## config.mk

```make
export PLATFORM = sky130hd
export DESIGN_NAME = cba_seq_ctrl
export DESIGN_NICKNAME = d
export VERILOG_FILES = /design/src/rtl/cba_pkg.sv /design/src/rtl/cba_slice.sv /design/src/rtl/cba_seq_ctrl.sv
export SDC_FILE = /design/constraint.sdc
export NUM_CORES = 1
export LEC_CHECK = 0
export CAP_MARGIN = 20
export CORE_MARGIN = 1
export CORE_UTILIZATION = 49
export DETAILED_ROUTE_END_ITERATION = 16
export HOLD_SLACK_MARGIN = 0.05
export PLACE_DENSITY_LB_ADDON = 0.25
export SETUP_SLACK_MARGIN = 0.1
export SLEW_MARGIN = 15
export SYNTH_ARGS = -nofsm -noshare
export SYNTH_HDL_FRONTEND = slang
export SYNTH_SLANG_ARGS = --single-unit
```

## constraint.sdc

```tcl
create_clock -name clk -period 3.9 [get_ports clk]
set_input_delay 0.39 -clock clk [delete_from_list [all_inputs] [get_ports clk]]
set_output_delay 0.39 -clock clk [all_outputs]
set_load 0.05 [all_outputs]
```

## src/rtl/cba_pkg.sv

```systemverilog
// Shared types and helpers for the nibble-serial carry-bypass adder sequencer.
package cba_pkg;

  localparam int NIBBLE_W = 4;

  typedef enum logic [1:0] {
    IDLE = 2'd0,
    RUN  = 2'd1,
    DONE = 2'd2
  } state_e;

  // True when every bit of the nibble propagates, so the carry skips the slice.
  function automatic logic prop_all(input logic [NIBBLE_W-1:0] a,
                                    input logic [NIBBLE_W-1:0] b);
    return &(a ^ b);
  endfunction

endpackage

```

## src/rtl/cba_slice.sv

```systemverilog
// Combinational 4-bit carry-bypass adder slice; exports its bypass select.
module cba_slice
  import cba_pkg::*;
(
  input  logic [NIBBLE_W-1:0] a,
  input  logic [NIBBLE_W-1:0] b,
  input  logic                cin,
  output logic [NIBBLE_W-1:0] sum,
  output logic                cout,
  output logic                bypass
);

  logic [NIBBLE_W-1:0] p;
  logic [NIBBLE_W-1:0] g;
  logic [NIBBLE_W:0]   c;

  always_comb begin
    p    = a ^ b;
    g    = a & b;
    c    = '0;
    c[0] = cin;
    c[1] = g[0] | (p[0] & c[0]);
    c[2] = g[1] | (p[1] & c[1]);
    c[3] = g[2] | (p[2] & c[2]);
    c[4] = g[3] | (p[3] & c[3]);
  end

  assign bypass = prop_all(a, b);
  assign sum    = p ^ c[NIBBLE_W-1:0];
  // When all bits propagate the ripple result equals cin; the mux is the bypass path.
  assign cout   = bypass ? cin : c[NIBBLE_W];

endmodule

```

## src/rtl/cba_seq_ctrl.sv

```systemverilog
// Wide adder that reuses one 4-bit carry-bypass slice, one nibble per cycle, LSB first.
// Optional bypass statistic output is enabled by defining CBA_BYPASS_STAT_EN.
module cba_seq_ctrl
  import cba_pkg::*;
#(
  parameter  int NIBBLES = 4,
  localparam int W       = NIBBLE_W * NIBBLES
) (
  input  logic               clk,
  input  logic               rst_n,
  input  logic               in_valid,
  output logic               in_ready,
  input  logic [W-1:0]       in_a,
  input  logic [W-1:0]       in_b,
  input  logic               in_cin,
  output logic               out_valid,
  input  logic               out_ready,
  output logic [W-1:0]       out_sum,
  output logic               out_cout,
  output state_e             dbg_state
`ifdef CBA_BYPASS_STAT_EN
  ,
  output logic [NIBBLES-1:0] out_bypass_mask
`endif
);

  localparam int                IDX_W    = (NIBBLES > 1) ? $clog2(NIBBLES) : 1;
  localparam logic [IDX_W-1:0]  LAST_IDX = IDX_W'(NIBBLES - 1);

  // Handshakes: a transfer happens on a rising edge where valid and ready are both 1.
  // in_ready/out_valid decode registered state only; in_valid/out_ready never feed them.

  state_e              state;
  state_e              state_nx;
  logic [IDX_W-1:0]    idx;
  logic [W-1:0]        a_reg;
  logic [W-1:0]        b_reg;
  logic [W-1:0]        sum_reg;
  logic                carry_reg;
  logic [IDX_W+1:0]    bit_base;
  logic [NIBBLE_W-1:0] slice_sum;
  logic                slice_cout;
  logic                slice_bypass;
  logic                accept;

  assign bit_base = {idx, 2'b00};
  assign accept   = in_valid && in_ready;

  cba_slice u_slice (
    .a      (a_reg[bit_base +: NIBBLE_W]),
    .b      (b_reg[bit_base +: NIBBLE_W]),
    .cin    (carry_reg),
    .sum    (slice_sum),
    .cout   (slice_cout),
    .bypass (slice_bypass)
  );

  always_ff @(posedge clk) begin
    if (!rst_n) state <= IDLE;
    else        state <= state_nx;
  end

  always_comb begin
    state_nx = state;
    case (state)
      IDLE:    if (in_valid) state_nx = RUN;
      RUN:     if (idx == LAST_IDX) state_nx = DONE;
      DONE:    if (out_ready) state_nx = IDLE;
      default: state_nx = IDLE;
    endcase
  end

  always_ff @(posedge clk) begin
    if (!rst_n) begin
      idx       <= '0;
      a_reg     <= '0;
      b_reg     <= '0;
      sum_reg   <= '0;
      carry_reg <= 1'b0;
    end else if (accept) begin
      idx       <= '0;
      a_reg     <= in_a;
      b_reg     <= in_b;
      sum_reg   <= '0;
      carry_reg <= in_cin;
    end else if (state == RUN) begin
      sum_reg[bit_base +: NIBBLE_W] <= slice_sum;
      carry_reg                     <= slice_cout;
      if (idx != LAST_IDX) idx <= idx + 1'b1;
    end
  end

`ifdef CBA_BYPASS_STAT_EN
  logic [NIBBLES-1:0] bypass_mask;

  always_ff @(posedge clk) begin
    if (!rst_n)              bypass_mask      <= '0;
    else if (accept)         bypass_mask      <= '0;
    else if (state == RUN)   bypass_mask[idx] <= slice_bypass;
  end

  assign out_bypass_mask = bypass_mask;
`else
  logic bypass_unused;
  assign bypass_unused = slice_bypass;
`endif

  assign in_ready  = rst_n && (state == IDLE);
  assign out_valid = (state == DONE);
  assign out_sum   = (state == DONE) ? sum_reg : '0;
  assign out_cout  = (state == DONE) && carry_reg;
  assign dbg_state = state;

endmodule

```

Yosys cells after proc, flatten, opt, wreduce, memory -nomap -nowiden
Cells that the tools add are included.
{"block": "word_totals", "output_inout_bits": 21, "inputBits": 37, "wordCells": 51, "ff_bits": 53}
{"block": "op_classes", "n_reduce_logical": 10, "eq_ne": 8, "shift": 4, "n_addsub": 2, "n_mux": 9, "n_bitwise": 12}
{"op": "variable part select 16 x 5 -> 4 bit", "n": 2}
{"op": "bitwise mux 16 bit", "n": 1}
{"op": "2-to-1 mux 16 bit", "n": 1}
{"op": "variable shift 4 x 6 -> 16 bit, first input constant", "n": 1}
{"op": "variable part select 4 x 6 -> 16 bit", "n": 1}
{"op": "inequality test 2 bit, second input constant", "n": 4}
{"op": "bitwise XOR 4 bit", "n": 2}
{"op": "2-to-1 mux 2 bit", "n": 3}
{"op": "negator 4 -> 6 bit", "n": 1}
{"op": "case mux 2 bit (3 select lines)", "n": 1}
{"op": "bitwise AND 1 bit", "n": 4}
{"op": "bitwise AND 4 bit", "n": 1}
{"op": "equality test 2 bit, second input constant", "n": 2}
{"op": "OR 1 bit", "n": 4}
{"op": "AND reduction 2 bit", "n": 2}
{"op": "AND reduction 4 bit", "n": 1}
{"op": "logical AND 1 bit", "n": 3}
{"op": "2-to-1 mux 1 bit", "n": 3}
{"op": "AND reduction 3 bit", "n": 1}
{"op": "adder 2 x 1 -> 2 bit, second input constant", "n": 1}
{"op": "equality test 2 x 1 -> 1 bit, second input constant", "n": 1}
{"op": "logical NOT 2 bit", "n": 1}
{"op": "inequality test 2 x 1 -> 1 bit, second input constant", "n": 1}
{"op": "nonzero test 2 bit", "n": 1}
{"op": "2 further kinds", "n": 2}

Depth between registers and ports, before layout
{"block": "depth", "ltp_word": 13, "mapped_depth": 10, "ltp_nobuf": 9}

Modules after synthesis
A second synthesis with hierarchy kept.
{"block": "hier_totals", "cells_unflattened": 231, "hier_area_um2": 2518.7}
{"mod": "cba_seq_ctrl", "cells_per_inst": 212, "seq_area_each_um2": 1061.0, "instances": 1, "area_per_inst_um2": 2333.5}
{"mod": "cba_slice", "cells_per_inst": 19, "seq_area_each_um2": 0.0, "instances": 1, "area_per_inst_um2": 185.2}

Worst setup path before layout
No wires, ideal clock.
{"block": "synth_path", "kind": "reg-to-reg", "from": "register idx[0]", "to": "register carry_reg", "slack_ns": 1.108, "period_less_slack_ns": 2.792, "path_stages_with_launch": 11, "t_required_ns": 3.778, "arrival_time_ns": 2.671, "setup_ns": 0.122, "path_buffers": 1, "path_cell_list": "dfxtp_1 -> buf_6 -> mux4_2 -> fa_1 -> inv_1 -> fa_1 -> fa_1 -> inv_1 -> fa_1 -> and3_1 -> o311a_1"}
{"block": "synth_via", "elab_chain_len": 13, "elab_cells_between_ends": 18, "classes_between": "eq/ne: 1; shift: 2; mux: 3; bitwise: 10; reduce/logical: 2"}
{"element": "start, declared", "line": "cba_seq_ctrl.sv:35", "rtl": "logic [IDX_W-1:0] idx;"}
{"element": "start signal, assigned", "line": "cba_seq_ctrl.sv:89", "rtl": "if (idx != LAST_IDX) idx <= idx + 1'b1;"}
{"element": "variable part select 16 x 5 -> 4 bit, on equally long branches", "line": "cba_seq_ctrl.sv:50, cba_seq_ctrl.sv:51"}
{"element": "bitwise XOR 4 bit", "line": "cba_pkg.sv:15, cba_slice.sv:18"}
{"element": "bitwise AND 1 bit", "line": "cba_slice.sv:22", "rtl": "c[1] = g[0] | (p[0] & c[0]);"}
{"element": "OR 1 bit", "line": "cba_slice.sv:22"}
{"element": "bitwise AND 1 bit", "line": "cba_slice.sv:23", "rtl": "c[2] = g[1] | (p[1] & c[1]);"}
{"element": "OR 1 bit", "line": "cba_slice.sv:23"}
{"element": "bitwise AND 1 bit", "line": "cba_slice.sv:24", "rtl": "c[3] = g[2] | (p[2] & c[2]);"}
{"element": "OR 1 bit", "line": "cba_slice.sv:24"}
{"element": "bitwise AND 1 bit", "line": "cba_slice.sv:25", "rtl": "c[4] = g[3] | (p[3] & c[3]);"}
{"element": "OR 1 bit", "line": "cba_slice.sv:25"}
{"element": "2-to-1 mux 1 bit", "line": "cba_slice.sv:31", "rtl": "assign cout = bypass ? cin : c[NIBBLE_W];"}
{"element": "2-to-1 mux 1 bit", "line": "cba_seq_ctrl.sv:86", "rtl": "end else if (state == RUN) begin"}
{"element": "2-to-1 mux 1 bit", "line": "cba_seq_ctrl.sv:80", "rtl": "end else if (accept) begin"}
{"element": "end signal, assigned", "line": "cba_seq_ctrl.sv:85", "rtl": "carry_reg <= in_cin;"}
{"element": "end signal, assigned", "line": "cba_seq_ctrl.sv:88", "rtl": "carry_reg <= slice_cout;"}
{"element": "end, declared", "line": "cba_seq_ctrl.sv:39", "rtl": "logic carry_reg;"}
Several ways; a longest one is shown, not always the timed one. The select of a mux whose other input is x is not followed.
A chain may end at the register's enable or synchronous reset.

Worst setup path after layout
{"block": "layout_path", "from": "register idx[0]", "to": "register sum_reg[3]"}
{"block": "layout_via", "elab_chain_len": 11, "elab_cells_between_ends": 15, "classes_between": "add/sub: 1; shift: 4; mux: 1; bitwise: 9"}
{"element": "variable part select 16 x 5 -> 4 bit, on equally long branches", "line": "cba_seq_ctrl.sv:50, cba_seq_ctrl.sv:51"}
{"element": "bitwise XOR 4 bit", "line": "cba_slice.sv:18", "rtl": "p = a ^ b;"}
{"element": "bitwise AND 1 bit", "line": "cba_slice.sv:22"}
{"element": "OR 1 bit", "line": "cba_slice.sv:22"}
{"element": "bitwise AND 1 bit", "line": "cba_slice.sv:23"}
{"element": "OR 1 bit", "line": "cba_slice.sv:23"}
{"element": "bitwise AND 1 bit", "line": "cba_slice.sv:24"}
{"element": "OR 1 bit", "line": "cba_slice.sv:24"}
{"element": "bitwise XOR 4 bit", "line": "cba_slice.sv:29", "rtl": "assign sum = p ^ c[NIBBLE_W-1:0];"}
{"element": "variable part select 4 x 6 -> 16 bit", "line": "cba_seq_ctrl.sv:87", "rtl": "sum_reg[bit_base +: NIBBLE_W] <= slice_sum;"}
{"element": "bitwise mux 16 bit *", "line": "cba_seq_ctrl.sv:87"}
{"element": "end signal, assigned by index", "line": "cba_seq_ctrl.sv:87"}
{"element": "end, declared", "line": "cba_seq_ctrl.sv:38", "rtl": "logic [W-1:0] sum_reg;"}
Every way passes the cells marked *; elsewhere a longest branch is shown, timed or not.

==> flow_summary.ini <==
[status]
run_status = finished clean

[floorplan]
floorplan.initialDensity_pct = 51.4
top_level_ports = 58
fp.dieW_um = 72.6
die_h_um = 72.6
core_area_um2 = 4750
floorplan.rows = 25
die-area_um2 = 5280

[routing]
wl_per_cell_um = 14.7
drc_errors = 0
dr_total_vias = 1857
routed_wl_mm = 4.94
antenna_violating_nets_post_route = 0
route.detailed.vias_per_inst = 5.53
drt_first_pass_iters = 5
detail_route.iter0.violations = 102

[sta]
grt_setup_unrepaired = false
clock-skew-final_ns = 0.00325
setup_viol_count_final = 0
drv_slew = 0
fin_tns_setup_ns = 0
fmaxAchievable_ghz = 0.330
final_min_period_over_clock_period_pct = 77.6
timing_hold_violations_final = 0
worstMarginPinSlew_ns = 0.632
fin_crit_ns = 3.03
hold_ws_ns = 0.456
max-slew-margin-rel_pct = 57.8

[critical_path]
crit_required_ns = 4.08
crit_fanout = 11
r2r_start = idx[0]
setup.worst_path.class = flop to flop
critPathLaunch = idx[0]
worst_path_cell_trace = mux4_2 > fa_1 > inv_1 > fa_1 > fa_1 > inv_1 > fa_1 > a32oi_1 > nor2_1
cp_slowest_cell = sky130_fd_sc_hd__dfxtp_1
end_kind = flop
worst-endpoint-arrival_ns = 3.21
cell_class_contributing_the_biggest_share_of_worst_path_delay = adder cells
worstPathBufferInverterCount = 2
crit_path_start_kind = flop
cp_common_cell = sky130_fd_sc_hd__fa_1
cpPeakStageDelay_ns = 0.62

[final_layout]
post_layout_nonfiller_instances = 336
area_growth_syn_to_layout_pct = 28.1
design.final.nets = 320
post_route_cells_drive_above_1_share_pct = 10.4
antennaDiodeCount = 0

[place]
place.gp.congestion = 0.783
place.port_buffers = 57
dp.cells = 329
dp_hpwl_mm = 3.69

[logic_synthesis]
synth_xor_area_share_pct = 0.358
yosys_register_bits = 53
synth.area.top_cells = sky130_fd_sc_hd__dfxtp_1 43%, sky130_fd_sc_hd__a22o_1 11%, sky130_fd_sc_hd__mux4_2 7.4%
yosys-mux-area-fraction_pct = 7.78
main_combinational_cell_family_by_area_after_synthesis = compound AO/OA/AOI/OAI gates
ys_warn_count = 0
synth_enable_flop_cells = 0
synth.largest_area_cell = sky130_fd_sc_hd__dfxtp_1
asyncSetResetFlopFracSynth_pct = 0
syn_area_um2 = 2440
synth_compound_gate_area_share_pct = 18.5
number_of_distinct_standard_cells_referenced_by_the_synthesized_netlist = 35
basic_gate_share_of_the_synthesized_area_counting_and_or_nand_and_nor_cells_pct = 15.5
synth.yosys.seq_area_share_pct = 43.4
synthesis.instances = 218
post_synthesis_share_of_cell_area_spent_on_full_adders_half_adders_and_majority_gates_pct = 8.39
synth_top_cell_area_share_pct = 43.4
synth.net_count = 269
synth_top_flop_cell = sky130_fd_sc_hd__dfxtp_1
synthesis.area_per_instance_um2 = 11.2

[global_routing]
grt_antenna_before_repair = 0
globalRoute.totalOverflow = 0
via_count_of_the_first_global_routing_pass = 1730
first_pass_grt_wire_length_mm = 8.27
pin_count_of_the_biggest_net_entering_global_routing = 35
global_route.usage.total_pct = 20.5

[clocking]
tritoncts_clock_tree = done
cts_made_buffers = 5
clock_tree.htree_level_count = 2
cts-resized-gates = 0
cts-root-buf = sky130_fd_sc_hd__clkbuf_8
worst_setup_hold_path_clk_slew_ns = 0.09
postCtsHoldBufs = 0
cts_sinks = 53
cts_setup_buffers = 0
clkLatencyLatePin_ns = 0.31
ctsLongestPathBuffers = 2

[power_and_ir_drop]
power_per_cell_area_nw_per_um2 = 354
power.static_leakage_nw = 1.20
vdd.ir_drop.worst_uv = 253

[worst_hold_path]
min-delay-path-class = flop to flop
worstHoldStart = sum_reg[5]

[job]
timing.max_cap.violations = 0
==> cell usage after synthesis (2+ instances only) <==
library cell and instances:
sky130_fd_sc_hd__buf_4 2, sky130_fd_sc_hd__clkbuf_1 2, sky130_fd_sc_hd__nand4_1 5, sky130_fd_sc_hd__nand2_1 5, sky130_fd_sc_hd__mux4_2 8, sky130_fd_sc_hd__a32oi_1 12
sky130_fd_sc_hd__a22o_1 32, sky130_fd_sc_hd__buf_2 8, sky130_fd_sc_hd__nand2b_1 2, sky130_fd_sc_hd__inv_2 4, sky130_fd_sc_hd__fa_1 4, sky130_fd_sc_hd__and4bb_1 2
sky130_fd_sc_hd__a21oi_1 5, sky130_fd_sc_hd__inv_1 7, sky130_fd_sc_hd__ha_1 10, sky130_fd_sc_hd__and2_1 17, sky130_fd_sc_hd__nor2b_1 2, sky130_fd_sc_hd__buf_6 4
sky130_fd_sc_hd__nor2_1 16, sky130_fd_sc_hd__dfxtp_1 53, sky130_fd_sc_hd__nand3b_1 4
==> stage by stage <==
step           instance area [um2]  utilization (%)  setup WS [ns]  total power, mW
3_5_place_dp                  3030             63.7          0.862            0.765
2_1_floorplan                 2440                -           1.11            0.700
3_3_place_gp                  3030             63.7          0.992            0.761
5_1_grt                       3130             65.9          0.713             1.15
6_report                      3130             65.9          0.873             1.11
4_1_cts                       3130             65.9          0.856             1.11
==> cells by family (layout without fill, tap and decap cells) <==
| family | after synthesis | after routing |
|---|---|---|
| adder cells (fa/ha/maj) | 14 | 14 |
| XOR/XNOR | 1 | 1 |
| buffers and inverters | 27 | 78 |
| flip-flops | 53 | 53 |
| AO/OA/AOI/OAI | 54 | 54 |
| AND/OR/NAND/NOR | 60 | 60 |
| multiplexers | 9 | 9 |
==> cells in the final DEF, fill, tap and decap left out, drive strengths merged, types with 3 or more instances in the layout <==
master,count
mux4,8
a21oi,6
dfxtp,53
buf,3
nand2,5
and2,17
clkdlybuf4s50,57
fa,4
inv,11
nor2b,4
a32oi,12
ha,10
clkbuf,5
a22o,32
nor2,16
nand3b,4
nand4,5
==> routing by layer <==
metal  wire (um)  track usage [%]
met1        2330             29.1
met4          60             6.75
met3         272             4.97
met5           0                0
met2        2280             30.8
==> final timing paths <==
path | to | slack [ns] | cells after the start
worst max-delay path | sum_reg[3] | 0.87 | 9
worst min-delay path | sum_reg[5] | 0.46 | 2
worst max register to register | sum_reg[3] | 0.87 | 9
worst min register to register | sum_reg[5] | 0.46 | 2
==> worst reg2reg max path, delay by kind of cell (launching register included) <==
kind                       cells  cell delay (ns)
adders and majority gates      4             1.27
AOI/OAI and AO/OA              1             0.22
and+or+nand+nor                1             0.05
muxes                          1             0.61
DFF                            1             0.62
buffers and inverters          2             0.13
==> cell type report <==
type,instances,area [um2]
well taps,67,83.8
fillers,397,1620
clock buffers,5,68.8
clock inverters,2,35.0
flip-flops and latches,53,1060
repair buffers,60,593
inverters,11,41.3
multi-input cells,138,1250
==> power breakdown <==
part           internal (mW)  total (mW)  switching, mW
Clock                  0.187       0.356          0.170
Combinational         0.0902       0.165         0.0752
Sequential             0.565       0.587         0.0220
No activity file was read; power rests on OpenSTA's default activity.
